`src/rtl/template_match_argmax.sv`:
```
// ============================================================================
//  Module   : template_match_argmax
//  Purpose  : Streaming dot-product template matcher. Reports the index and
//             score of the best-scoring template through a valid/ready result.
//  Revision : 1.0 - initial release
// ============================================================================
`default_nettype none

module template_match_argmax #(
    parameter int DATA_W      = 8,
    parameter int N_PIXELS    = 64,
    parameter int N_TEMPLATES = 10,
    localparam int IDX_W      = $clog2(N_TEMPLATES),
    localparam int ACC_W      = 2*DATA_W + $clog2(N_PIXELS)
) (
    input  logic              clock,
    input  logic              reset,
    input  logic              start,
    input  logic              in_valid,
    output logic              in_ready,
    input  logic [DATA_W-1:0] current,
    input  logic [DATA_W-1:0] reference,
    output logic              busy,
    output logic              out_valid,
    input  logic              out_ready,
    output logic [IDX_W-1:0]  best_index,
    output logic [ACC_W-1:0]  best_score
);

    localparam int PIX_W  = $clog2(N_PIXELS);
    localparam int PROD_W = 2*DATA_W;
    localparam logic [PIX_W-1:0] c_PIX_LAST = PIX_W'(N_PIXELS - 1);
    localparam logic [IDX_W-1:0] c_TPL_LAST = IDX_W'(N_TEMPLATES - 1);

    typedef enum logic [1:0] {
        S_IDLE  = 2'd0,
        S_RUN   = 2'd1,
        S_FLUSH = 2'd2,
        S_DONE  = 2'd3
    } state_t;

    state_t r_state, w_next;

    logic [PIX_W-1:0]  r_pix_cnt;
    logic [IDX_W-1:0]  r_tpl_cnt;
    logic              r_s1_valid;
    logic              r_s1_last;
    logic [IDX_W-1:0]  r_s1_tpl;
    logic [PROD_W-1:0] r_s1_prod;
    logic [ACC_W-1:0]  r_acc;
    logic [ACC_W-1:0]  r_max;
    logic [IDX_W-1:0]  r_idx;
    logic              r_max_valid;

    logic              w_accept;
    logic              w_last_pix;
    logic              w_last_beat;
    logic [PROD_W-1:0] w_prod;
    logic [ACC_W-1:0]  w_score;

    assign in_ready    = (r_state == S_RUN);
    assign busy        = (r_state != S_IDLE);
    assign out_valid   = (r_state == S_DONE);
    assign best_index  = r_idx;
    assign best_score  = r_max;

    assign w_accept    = in_valid && in_ready;
    assign w_last_pix  = (r_pix_cnt == c_PIX_LAST);
    assign w_last_beat = w_last_pix && (r_tpl_cnt == c_TPL_LAST);
    assign w_prod      = PROD_W'(current) * PROD_W'(reference);
    assign w_score     = r_acc + ACC_W'(r_s1_prod);

    always_ff @(posedge clock) begin
        if (reset) begin
            r_state <= S_IDLE;
        end else begin
            r_state <= w_next;
        end
    end

    // FLUSH leaves only once S1 is empty, i.e. the last compare has landed
    always_comb begin
        w_next = r_state;
        case (r_state)
            S_IDLE:  if (start) w_next = S_RUN;
            S_RUN:   if (w_accept && w_last_beat) w_next = S_FLUSH;
            S_FLUSH: if (!r_s1_valid) w_next = S_DONE;
            S_DONE:  if (out_ready) w_next = S_IDLE;
            default: w_next = S_IDLE;
        endcase
    end

    always_ff @(posedge clock) begin
        if (reset) begin
            r_pix_cnt   <= '0;
            r_tpl_cnt   <= '0;
            r_s1_valid  <= 1'b0;
            r_s1_last   <= 1'b0;
            r_s1_tpl    <= '0;
            r_s1_prod   <= '0;
            r_acc       <= '0;
            r_max       <= '0;
            r_idx       <= '0;
            r_max_valid <= 1'b0;
        end else begin
            if (r_state == S_IDLE && start) begin
                r_pix_cnt   <= '0;
                r_tpl_cnt   <= '0;
                r_acc       <= '0;
                r_max_valid <= 1'b0;
            end

            if (w_accept) begin
                if (w_last_pix) begin
                    r_pix_cnt <= '0;
                    r_tpl_cnt <= r_tpl_cnt + 1'b1;
                end else begin
                    r_pix_cnt <= r_pix_cnt + 1'b1;
                end
            end

            r_s1_valid <= w_accept;
            if (w_accept) begin
                r_s1_prod <= w_prod;
                r_s1_last <= w_last_pix;
                r_s1_tpl  <= r_tpl_cnt;
            end

            // Strict '>' keeps the lower index on ties
            if (r_s1_valid) begin
                if (r_s1_last) begin
                    r_acc       <= '0;
                    r_max_valid <= 1'b1;
                    if (!r_max_valid || (w_score > r_max)) begin
                        r_max <= w_score;
                        r_idx <= r_s1_tpl;
                    end
                end else begin
                    r_acc <= w_score;
                end
            end
        end
    end

endmodule

`default_nettype wire

```
`config.mk`:
```
export PLATFORM = sky130hd
export DESIGN_NAME = template_match_argmax
export DESIGN_NICKNAME = d
export VERILOG_FILES = /design/src/rtl/template_match_argmax.sv
export SDC_FILE = /design/constraint.sdc
export NUM_CORES = 1
export LEC_CHECK = 0
export BUFFER_PORTS_ARGS = -buffer_cell sky130_fd_sc_hd__buf_2
export CAP_MARGIN = 15
export CORE_MARGIN = 2
export CORE_UTILIZATION = 60
export DETAILED_ROUTE_END_ITERATION = 16
export MAX_ROUTING_LAYER = met4
export PLACE_DENSITY = 0.89
export RECOVER_POWER = 100
export SLEW_MARGIN = 30
export SYNTH_ARGS = -nofsm -noshare
export SYNTH_HDL_FRONTEND = slang
export SYNTH_SLANG_ARGS = --single-unit
```
`constraint.sdc`:
```
create_clock -name clock -period 6.6 [get_ports clock]
set_input_delay 1.98 -clock clock [delete_from_list [all_inputs] [get_ports clock]]
set_output_delay 1.98 -clock clock [all_outputs]
set_load 0.05 [all_outputs]
```
==> metrics.md <==
| Metric | Value |
|---|---|
| CP Capture Type | flip-flop |
| WL final | 14.5 mm |
| Register area share after synthesis | 0.242 |
| Via density | 5.69 |
| Slowest stage delay, CP | 0.54 ns |
| Initial DRC Count | 361 |
| Hold Path Class | flip-flop to flip-flop |
| Final Worst Setup Slack | 0.762 ns |
| Core area | 11300 µm² |
| Worst slew pin tran | 3.42 ns |
| Clock latency on the worst-skew pair | 0.34 ns |
| Outcome | finished, violations left |
| Post-CTS setup buffers | 0 |
| Post-synth EDFFs | 0 |
| Fmax | 171 MHz |
| Post-synthesis cell area | 6860 µm² |
| Slew headroom | -1.28 |
| Worst Path Arrival | 6.11 ns |
| Worst-path maximum fanout | 8 |
| Routed Antenna Nets | 0 |
| DR vias | 5807 |
| Final worst-path cycle share | 0.885 |
| Gate Count Post-Synth | 836 |
| DR pass1 iterations | 4 |
| Share of synthesized flip-flops with an asynchronous set or reset | 0 |
| RSZ-0062 raised after global routing | false |
| Dpl hpwl | 10.8 mm |
| Top_reg_cell synth | dfxtp_1 |
| Top Family by Delay on Critical Path | adder cells |
| Setup TNS Final | 0 ns |
| Clock Path Buffers | 2 |
| CTS tree | yes |
| Max-slew violation count | 80 |
| Most frequent CP cell | fa_1 |
| CP required | 6.87 ns |
| Maximum number of pins on one net before global-route repair | 80 |
| Chip Width | 111 µm |
| First-pass GRT wire length | 25.2 mm |
| Die height | 111 µm |
| DR WL/cell | 14.2 µm |
| Ordered cell list for the critical path | clkbuf_1 > nand2_1 > fa_1 > fa_1 > inv_1 > fa_1 > inv_1 > fa_1 > inv_1 > ha_1 > o21ai_0 > a211oi_1 > nor3_1 > or3_1 > a31oi_1 |
| Critical path class | input port to flip-flop |
| Power consumption | 1960 µW |
| Clock root buffer | clkbuf_16 |
| Area delta synth->final | 8.56% |
| CTS HTree Levels | 3 |
| DIE AREA | 12300 µm² |
| Most frequent cells in the layout | nand2_1, inv_1, dfxtp_1 |
| N_diodes | 0 |
| Worst-path clk slew | 0.06 ns |
| Power Density | 263 nW/µm² |
| Dpl ws | 0.488 ns |
| Total Nets Final | 1013 |
| Share of cells above drive strength 1 | 0.0569 |
| Final Setup Violations | 0 |
| Synth unique cells | 59 |
| Starting Density | 0.609 |
| Synth warn | 0 |
| CP bufs+invs | 4 |
| Final hold violation count | 0 |
| CTS buffer count | 9 |
| #FFs+latches synth | 83 |
| Leakage power | 0.00333 µW |
| Port Buf Inserts | 49 |
| Failing checks | capacitance limit, slew limit |
| Max IR drop VDD | 0.198 mV |
| Slowest-stage cell, CP | fa_1 |
| Initial antenna violation count | 0 |
| Critical path launch point type | input port |
| Syn avg cell area | 8.20 µm² |
| Number of gates resized after CTS | 0 |
| Synth Net Count | 976 |
| RePlAce Congestion | 0.872 |
| Min Clock Period, post-route | 5.84 ns |
| Total gr overflow | 0 |
| GR Util All Layers | 0.251 |
| Ports | 50 |
| Hold Slack | 0.453 ns |
| Hold-fix buffers, CTS | 0 |
| Sink Count | 83 |
| DRC Markers | 0 |
| Max-cap viol count | 1 |
| Number of global-route vias before repair | 5617 |
| Most common cell after layout, fill and taps aside | nand2_1 |
| Core Rows | 39 |
| Worst Skew | 0.00783 ns |
==> worst paths after layout <==
kind                 start              to  cells after the start  slack [ns]
max             current[0]   r_s1_prod[15]                     15        0.76
min          best_index[2]   best_index[2]                      2        0.45
max reg2reg   r_s1_prod[0]  best_score[20]                     18        0.87
min reg2reg  best_index[2]   best_index[2]                      2        0.45
==> metrics by stage <==
stage | area, µm² | utilization | instances
floorplan | 6860 | - | 836
global placement | 7200 | 0.639 | 1005
detailed placement | 7200 | 0.639 | 1005
CTS | 7500 | 0.665 | 1021
global route | 7450 | 0.661 | 1021
finish | 7450 | 0.661 | 1021
==> cells by family after synthesis <==
group / synth area share
simple gates: 0.214
compound gates: 0.183
buf+inv: 0.0724
fa+ha+maj: 0.258
flops: 0.242
xor+xnor: 0.0266
mux: 0.00438
==> registers in the layout (all words and copies together), names as in the netlist <==
register / cells
r_state: 2
best_index: 4
r_max_valid: 1
r_tpl_cnt: 4
r_s1_valid: 1
best_score: 22
r_s1_last: 1
r_acc: 22
r_s1_tpl: 4
r_s1_prod: 16
r_pix_cnt: 6
==> area by class of cell <==
type / count / area, µm²
well taps: 143 / 179
clock inverters: 6 / 71.3
inverters: 100 / 375
repair buffers: 54 / 234
flip-flops and latches: 83 / 1660
clock buffers: 10 / 229
multi-input cells: 625 / 4700
fillers: 953 / 3830
==> where the power goes <==
part	switching (µW)	internal [µW]
sequential	24.1	533
combinational	540	351
clock	210	297
==> cells in the mapped netlist, types with 3 or more instances <==
cell | number | area [µm²]
nand2_1 | 102 | 383
inv_1 | 100 | 375
dfxtp_1 | 83 | 1660
ha_1 | 82 | 1030
a21oi_1 | 69 | 345
and2_1 | 54 | 338
nor2_1 | 49 | 184
fa_1 | 37 | 741
o21ai_0 | 23 | 115
nand3_1 | 20 | 100
clkbuf_1 | 19 | 71.3
nor3_1 | 18 | 90.1
a21o_1 | 14 | 105
a22oi_1 | 14 | 105
xnor2_1 | 13 | 114
a31oi_1 | 9 | 56.3
or3_1 | 9 | 56.3
a211oi_1 | 8 | 60.1
nand4_1 | 8 | 50.1
nor2b_1 | 8 | 50.1
o31ai_1 | 8 | 60.1
o311ai_0 | 6 | 52.6
xor2_1 | 6 | 52.6
nand3b_1 | 5 | 37.5
o21a_1 | 5 | 37.5
buf_2 | 4 | 20.0
nand2b_1 | 4 | 25.0
o2111ai_1 | 4 | 35.0
o211a_1 | 4 | 40.0
or4_1 | 4 | 30.0
and3_1 | 3 | 18.8
buf_4 | 3 | 22.5
mux2i_1 | 3 | 30.0
o31a_1 | 3 | 26.3
==> tightest hold or removal path: stages (launching register included) <==
cell and delay, ns:
dfxtp_1 0.31, nand2_1 0.05, a21oi_1 0.05
==> routing by layer <==
metal	global-route usage	vias up	routed length [µm]
li1	-	2940	-
met3	0.0257	25	585
met1	0.310	2691	6500
met4	0.0942	0	314
met5	-	-	0
met2	0.429	151	7070
Power figures use the tool's default switching activity.
